===== src/rtl/enc_pkg.sv =====
// Shared Q8.8 constants and FSM encoding for the encoder/decoder activation stages.
package enc_pkg;

  localparam int FRAC = 8;

  // Breakpoints and offsets expressed as exact binary fractions of 2^FRAC
  localparam int ONE  = 1 << FRAC;          // 1.0     = 256
  localparam int HALF = 1 << (FRAC - 1);    // 0.5     = 128
  localparam int BP1  = ONE;                // 1.0     = 256
  localparam int BP2  = 19 << (FRAC - 3);   // 2.375   = 608
  localparam int BP3  = 5 << FRAC;          // 5.0     = 1280
  localparam int OFF2 = 5 << (FRAC - 3);    // 0.625   = 160
  localparam int OFF3 = 27 << (FRAC - 5);   // 0.84375 = 216

  localparam int SH1 = 2;
  localparam int SH2 = 3;
  localparam int SH3 = 5;

  typedef enum logic [1:0] {
    IDLE = 2'd0,
    RUN  = 2'd1,
    HOLD = 2'd2
  } state_e;

endpackage


===== src/rtl/sigmoid_pwl.sv =====
// Shift-only piecewise-linear sigmoid on one signed Q8.8 element; purely combinational.
module sigmoid_pwl
  import enc_pkg::*;
#(
  parameter int unsigned BITSIZE = 16
) (
  input  logic signed [BITSIZE-1:0] v_i,
  output logic signed [BITSIZE-1:0] f_c
);

  localparam logic signed [BITSIZE-1:0] S_MIN = {1'b1, {(BITSIZE-1){1'b0}}};
  localparam logic signed [BITSIZE-1:0] S_MAX = {1'b0, {(BITSIZE-1){1'b1}}};

  logic signed [BITSIZE-1:0] a;
  logic signed [BITSIZE-1:0] g;

  // Fold to |v| (saturating the most negative code), evaluate g, then mirror around 0.5
  always_comb begin
    a = v_i;
    if (v_i < 0) begin
      a = (v_i == S_MIN) ? S_MAX : -v_i;
    end

    if (a >= BITSIZE'(BP3)) begin
      g = BITSIZE'(ONE);
    end else if (a >= BITSIZE'(BP2)) begin
      g = (a >>> SH3) + BITSIZE'(OFF3);
    end else if (a >= BITSIZE'(BP1)) begin
      g = (a >>> SH2) + BITSIZE'(OFF2);
    end else begin
      g = (a >>> SH1) + BITSIZE'(HALF);
    end

    f_c = (v_i < 0) ? (BITSIZE'(ONE) - g) : g;
  end

endmodule


===== src/rtl/enc_3_sigmoid.sv =====
// enc_3 activation stage: captures a vector, activates one element per cycle, holds result until taken.
module enc_3_sigmoid
  import enc_pkg::*;
#(
  parameter int unsigned BITSIZE = 16,
  parameter int unsigned N       = 6
) (
  input  logic                 clk,
  input  logic                 reset,
  input  logic                 in_valid,
  output logic                 in_ready,
  input  logic [BITSIZE*N-1:0] x,
  output logic                 out_valid,
  input  logic                 out_ready,
  output logic [BITSIZE*N-1:0] y
);

  localparam int unsigned IDX_W = $clog2(N);
  localparam logic [IDX_W-1:0] LAST = IDX_W'(N - 1);

  state_e               state_q;
  logic [IDX_W-1:0]     idx_q;
  logic [BITSIZE*N-1:0] x_q;
  logic [BITSIZE*N-1:0] y_q;
  logic                 out_valid_q;
  logic                 in_ready_q;

  logic signed [BITSIZE-1:0] elem;
  logic signed [BITSIZE-1:0] act;

  assign elem = x_q[BITSIZE*idx_q +: BITSIZE];

  sigmoid_pwl #(.BITSIZE(BITSIZE)) u_pwl (
    .v_i (elem),
    .f_c (act)
  );

  // Control FSM; in_ready tracks IDLE and is updated alongside the state
  always_ff @(posedge clk or negedge reset) begin
    if (!reset) begin
      state_q     <= IDLE;
      idx_q       <= '0;
      x_q         <= '0;
      y_q         <= '0;
      out_valid_q <= 1'b0;
      in_ready_q  <= 1'b1;
    end else begin
      case (state_q)
        IDLE: begin
          if (in_valid) begin
            x_q        <= x;
            idx_q      <= '0;
            in_ready_q <= 1'b0;
            state_q    <= RUN;
          end
        end
        RUN: begin
          y_q[BITSIZE*idx_q +: BITSIZE] <= act;
          if (idx_q == LAST) begin
            idx_q       <= '0;
            out_valid_q <= 1'b1;
            state_q     <= HOLD;
          end else begin
            idx_q <= idx_q + IDX_W'(1);
          end
        end
        HOLD: begin
          if (out_ready) begin
            out_valid_q <= 1'b0;
            in_ready_q  <= 1'b1;
            state_q     <= IDLE;
          end
        end
        default: begin
          out_valid_q <= 1'b0;
          in_ready_q  <= 1'b1;
          state_q     <= IDLE;
        end
      endcase
    end
  end

  assign in_ready  = in_ready_q;
  assign out_valid = out_valid_q;
  assign y         = y_q;

endmodule


===== config.mk =====
export PLATFORM = sky130hd
export DESIGN_NAME = enc_3_sigmoid
export DESIGN_NICKNAME = d
export VERILOG_FILES = /design/src/rtl/enc_pkg.sv /design/src/rtl/sigmoid_pwl.sv /design/src/rtl/enc_3_sigmoid.sv
export SDC_FILE = /design/constraint.sdc
export NUM_CORES = 1
export LEC_CHECK = 0
export ABC_AREA = 1
export CAP_MARGIN = 20
export CORE_MARGIN = 3
export CORE_UTILIZATION = 26
export DETAILED_ROUTE_END_ITERATION = 12
export GPL_TIMING_DRIVEN = 0
export PLACE_DENSITY_LB_ADDON = 0.05
export SLEW_MARGIN = 20
export SYNTH_ARGS = -nofsm -noshare
export SYNTH_HDL_FRONTEND = slang
export SYNTH_SLANG_ARGS = --single-unit

===== constraint.sdc =====
create_clock -name clk -period 5.7 [get_ports clk]
set_input_delay 1.14 -clock clk [delete_from_list [all_inputs] [get_ports clk]]
set_output_delay 1.14 -clock clk [all_outputs]
set_load 0.03 [all_outputs]

==> results of run 1 <==
[cell families after synthesis]
logic type | after synthesis | synth area share [%]
adder cells (fa/ha/maj) | 15 | 1.774
buffers and inverters | 222 | 9.046
AO/OA/AOI/OAI | 161 | 8.691
multiplexers | 8 | 0.7568
XOR/XNOR | 9 | 0.8868
flip-flops | 199 | 47.07
AND/OR/NAND/NOR | 764 | 31.77
[registers in the layout (all words and copies together), names as in the netlist]
name / cells
idx_q: 3
in_ready: 1
out_valid: 1
state_q: 2
x_q: 96
y: 96
[worst max-delay path, delay by kind of cell (launching register included)]
| family | cells | cell delay, ns |
|---|---|---|
| and+or+nand+nor | 15 | 2.12 |
| muxes | 1 | 0.15 |
| xor gates and xnor gates | 1 | 0.29 |
| AOI/OAI and AO/OA | 2 | 0.33 |
| DFF | 1 | 0.42 |
| buffers and inverters | 10 | 1.23 |
| adders and majority gates | 3 | 0.57 |
[path summary, 6_finish.rpt]
check	slack [ns]	cells past startpoint	to
min reg2reg	0.47	2	in_ready
max reg2reg	0.50	32	y[86]
min	0.47	2	in_ready
min in group asynchronous	0.56	1	x_q[25]
max	0.50	32	y[86]
max in group asynchronous	3.97	3	y[37]
[timing repair]
action	4_1_cts	5_1_grt
pin swaps	0	2
setup endpoints to repair	11	54
gates resized for setup	2	11
setup buffers	0	1
hold endpoints to repair	0	0
[routing by layer]
| metal | track usage [%] | routed length (µm) |
|---|---|---|
| met5 | 0 | 0 |
| met1 | 25.58 | 18740 |
| met2 | 27.26 | 16700 |
| met4 | 3.581 | 463 |
| met3 | 2.826 | 1225 |
[area by class of cell]
cell class / instances / share of cell area, %
plain buffers: 61 / 2.514
clock buffers: 19 / 3.251
clock inverters: 12 / 0.9968
inverters: 161 / 4.373
multi-input cells: 957 / 33.76
flip-flops and latches: 199 / 35.76
well taps: 525 / 4.714
repair buffers: 200 / 14.64
[synthesized netlist by cell type (12+ instances only)]
library cell,instances,area share [%]
inv_1,146,5.2
nor2_1,112,4.0
o21a_1,13,0.92
buf_6,12,1.3
dfrtp_1,198,47
ha_1,15,1.8
nand2_2,27,1.6
o21ai_0,93,4.4
clkbuf_1,35,1.2
inv_2,14,0.50
nand4_1,14,0.83
nand3_2,18,1.7
a21oi_1,25,1.2
nand2_1,465,16
nand3_1,86,4.1
[placed cells by master, fill, tap and decap left out, types with 5 or more instances in the layout]
cell type | netlist | routed
nand2_1 | 465 | 464
dfrtp_1 | 198 | 197
clkdlybuf4s50_1 | 0 | 196
inv_1 | 146 | 145
nor2_1 | 112 | 110
o21ai_0 | 93 | 93
nand3_1 | 86 | 85
clkbuf_1 | 35 | 35
nand2_2 | 27 | 28
a21oi_1 | 25 | 25
nand3_2 | 18 | 19
clkbuf_16 | 0 | 17
inv_2 | 14 | 15
ha_1 | 15 | 15
nand4_1 | 14 | 14
o21a_1 | 13 | 13
buf_6 | 12 | 12
nor2_2 | 11 | 12
o21ai_1 | 9 | 9
mux2i_1 | 8 | 8
buf_2 | 8 | 7
nor3_1 | 9 | 7
buf_4 | 5 | 6
nor3_2 | 5 | 6
a22o_1 | 6 | 6
clkinv_4 | 0 | 5
[stage by stage]
step                       TNS, ns  setup WS (ns)  utilization, %
final                            0         0.5016           34.83
after global routing             0        0.03286           34.83
after CTS                        0         0.1231           34.68
after detailed placement   -0.4608        -0.1288           33.18
after global placement    -1143.12         -5.797           33.02
after floorplan                  0          1.176               -
==> impl_metrics.tcl, run 1 <==
set metrics [dict create \
    avgRoutedWirePerCell_um 17.40 \
    h-tree-depth 4 \
    vias_per_cell 4.456 \
    multi_input_area_um2 4703 \
    nets 1712 \
    drt_pass1_iterations 4 \
    die_y_um 207.7 \
    cp-end-kind "flop" \
    drive_gt1_share_pct 10.32 \
    outcome "finished, final reports clean" \
    worst_slew_margin_rel_pct 48.51 \
    hold_start "in_ready" \
    dieWidth_um 207.7 \
    crit_fanout 10 \
    skew_ns 0.01705 \
    antenna_found_initial 0 \
    grt_max_degree 90 \
    vias 9510 \
    r2r-start "idx_q[1]" \
    portBuffers 197 \
    rsz0062_at_grt "no" \
    regArea_um2 4982 \
    cts_sinks 199 \
    final.min_clock_period_ns 5.198 \
    cts.clk_slew.worst_paths_ns 0.08 \
    ys.flop_type "dfrtp_1" \
    required_ns 6.08 \
    max_stage_delay_ns 0.42 \
    setup_violations 0 \
    hold_violations 0 \
    finalNonFillerCells 2134 \
    overflow 0 \
    ys_types 47 \
    synth_async_sr_flop_share_pct 100.0 \
    syn_avg_cell_area_um2 7.679 \
    wl_um 37140 \
    stdcell_area_um2 13930 \
    cap_violations 0 \
    cp-start-kind "flop" \
    cts_made_buffers 17 \
    ys_ff_latch 199 \
    syn_to_final_growth_pct 31.68 \
    fp.coreArea_um2 40010 \
    synth_edf_count 0 \
    ant_nets 0 \
    clk_latency_ns 0.46 \
    period_share_pct 91.20 \
    grt_pass1_wl_um 58190 \
    start_util_pct 26.45 \
    cts_tree "built" \
    cts_buffer_depth 2 \
    drtIter0Drc 484 \
    drc 0 \
    worst_pin_slew_ns 0.7695 \
    synthCells 1378 \
    gp_congestion 0.8060 \
    slowest_stage "dfrtp_1" \
    dp.cells 2102 \
    fillCellCount 4315 \
    ys_seq_area_share_pct 47.07 \
    maxSlewViolCount 0 \
    die_area_um2 43150 \
    grtUsageTotal_pct 17.44 \
    crit_start "idx_q[1]" \
    grt_pass1_vias 9645 \
    placed_cell_area_um2 13280 \
    yosys_warnings 0 \
    arrival_ns 5.58 \
    hold_path.class "flop to flop" \
    timing.hold.ws_ns 0.4691 \
    crit_type "flop to flop" \
    cts_hold_buf 0 \
    diodes 0 \
    synth_nets 1493 \
    fmax_mhz 192.4 \
    ios 198 \
    rows 73 \
    cts.root.buffer_cell "clkbuf_16" \
    synthesis.area_um2 10580 \
    dp_hpwl_um 28990 \
]
Power of run 1 is left out: the tool's default activity adds up to more than one toggle a clock period on the data nets, which glitch-free logic cannot reach.
==> run 2: changes to the inputs <==
--- a/config.mk
+++ b/config.mk
@@ -12,6 +12,7 @@
 export DETAILED_ROUTE_END_ITERATION = 12
 export GPL_TIMING_DRIVEN = 0
 export PLACE_DENSITY_LB_ADDON = 0.05
+export REMOVE_ABC_BUFFERS = 1
 export SLEW_MARGIN = 20
 export SYNTH_ARGS = -nofsm -noshare
 export SYNTH_HDL_FRONTEND = slang
==> impl_metrics.tcl, run 2 (synthesis gave the netlist of run 1 again) <==
set metrics [dict create \
    cp-start-kind "flop" \
    stdcell_area_um2 13810 \
    crit_top_cell "nand2_1" \
    dieWidth_um 207.7 \
    rsz0062_at_grt "no" \
    cp-end-kind "flop" \
    gp_congestion 0.7894 \
    grt_pass1_vias 9182 \
    hold_violations 0 \
    period_share_pct 91.62 \
    fillCellCount 4352 \
    outcome "finished, final reports clean" \
    timing.hold.ws_ns 0.4799 \
    drc 0 \
    diodes 0 \
    rows 73 \
    placed_cell_area_um2 13070 \
    maxSlewViolCount 0 \
    r2r-start "idx_q[0]" \
    cts_sinks 199 \
    syn_to_final_growth_pct 30.54 \
    vias 9148 \
    slowest_stage "dfrtp_4" \
    clk_latency_ns 0.47 \
    start_util_pct 26.45 \
    ant_nets 0 \
    worst_slew_margin_rel_pct 37.64 \
    ios 198 \
    dp_hpwl_um 23490 \
    overflow 0 \
    nets 1666 \
    final_common_cell "nand2_1" \
    hold_path.class "flop to flop" \
    r2r_cells 28 \
    setup_violations 0 \
    drtIter0Drc 518 \
    max_stage_delay_ns 0.53 \
    crit_start "idx_q[0]" \
    cts_hold_buf 0 \
    cts_tree "built" \
    cts.clk_slew.worst_paths_ns 0.07 \
    h-tree-depth 4 \
    cap_violations 0 \
    dp.cells 2051 \
    crit_path_end "y[20]" \
    die_area_um2 43150 \
    wl_um 33740 \
    grt_max_degree 107 \
    cts_made_buffers 17 \
    final_cell_mix "nand2_1 (463), dfrtp_1 (196), clkdlybuf4s50_1 (196), inv_1 (145), nor2_1 (107)" \
    fp.coreArea_um2 40010 \
    grtUsageTotal_pct 15.57 \
    antenna_found_initial 0 \
    grt_pass1_wl_um 53070 \
    final.min_clock_period_ns 5.222 \
    die_y_um 207.7 \
    finalNonFillerCells 2089 \
    avgRoutedWirePerCell_um 16.15 \
    skew_ns 0.01512 \
    crit_fanout 44 \
    crit_type "flop to flop" \
    reg2reg_slack_ns 0.48 \
    required_ns 6.10 \
    cts_buffer_depth 2 \
    vias_per_cell 4.379 \
    arrival_ns 5.62 \
    worst_pin_slew_ns 0.9345 \
    r2r_end "y[20]" \
    portBuffers 197 \
    cts.root.buffer_cell "clkbuf_16" \
    drive_gt1_share_pct 10.42 \
    drt_pass1_iterations 5 \
    fmax_mhz 191.5 \
    fin_setup_tns_ns 0 \
]
[run 2: changes by cell type in the layout (fill, tap and decap cells not counted), sizes merged]
cell	delta
clkbuf	-38
clkinvlp	+1
clkinv	-2
buf	-10
bufinv	+1
inv	+3
[run 2: per-layer routing]
layer / track usage (%) / vias up / share of wire, %
li1: - / 4649 / -
met1: 22.22 / 4345 / 50
met2: 24.37 / 144 / 45
met3: 3.340 / 10 / 3.5
met4: 3.348 / 0 / 0.69
met5: 0 / - / 0
[run 2: how the worst min path moves through the flow]
stage | from | end | slack [ns] | depth (start not counted)
after floorplan | x_q[78] | x_q[78] | 0.44 | 2
after global placement | x_q[90] | x_q[90] | 0.46 | 2
after detailed placement | x_q[78] | x_q[78] | 0.46 | 2
after CTS | x_q[78] | x_q[78] | 0.48 | 2
after global routing | y[29] | y[29] | 0.50 | 2
final | x_q[78] | x_q[78] | 0.48 | 2
[run 2: per-stage QoR]
stage / util (%) / setup slack [ns]
4_1_cts: 34.27 / 0.007121
5_1_grt: 34.53 / 0.03965
2_1_floorplan: - / 0.3923
3_3_place_gp: 32.15 / -5.950
6_report: 34.53 / 0.4778
3_5_place_dp: 32.67 / -1.308
[run 2: critical path: cells and delay by family, from the launching register on]
kind | cells | cell delay (ns)
AND/OR/NAND/NOR | 19 | 2.81
buffers and inverters | 5 | 0.88
flip-flops | 1 | 0.53
adder cells (fa/ha/maj) | 2 | 0.44
XOR/XNOR | 1 | 0.35
AO/OA/AOI/OAI | 1 | 0.11
[run 2: area by class of cell]
class / instances / area [µm²] / area share, %
Clock buffer: 17 / 425.4 / 3.080
Multi-Input combinational cell: 957 / 4737 / 34.29
Sequential cell: 199 / 4989 / 36.11
Inverter: 161 / 638.1 / 4.620
Clock inverter: 15 / 167.7 / 1.214
Timing Repair Buffer: 215 / 2200 / 15.92
Tap cell: 525 / 656.9 / 4.755
[run 2: repair_timing]
item	CTS	global route
endpoints found under the setup margin	96	77
resized for setup	11	10
setup buffers	0	6
Power of run 2 is left out for the same reason.
==> run 3: changes to the inputs <==
--- a/config.mk
+++ b/config.mk
@@ -6,9 +6,11 @@
 export NUM_CORES = 1
 export LEC_CHECK = 0
 export ABC_AREA = 1
+export ABC_CLOCK_PERIOD_IN_PS = 5700
 export CAP_MARGIN = 20
 export CORE_MARGIN = 3
 export CORE_UTILIZATION = 26
+export CTS_CLUSTER_DIAMETER = 30
 export DETAILED_ROUTE_END_ITERATION = 12
 export GPL_TIMING_DRIVEN = 0
 export PLACE_DENSITY_LB_ADDON = 0.05
==> results of run 3 <==
Final layout, timing and power as in run 2 (identical DEF).
Power of run 3 is left out for the same reason.
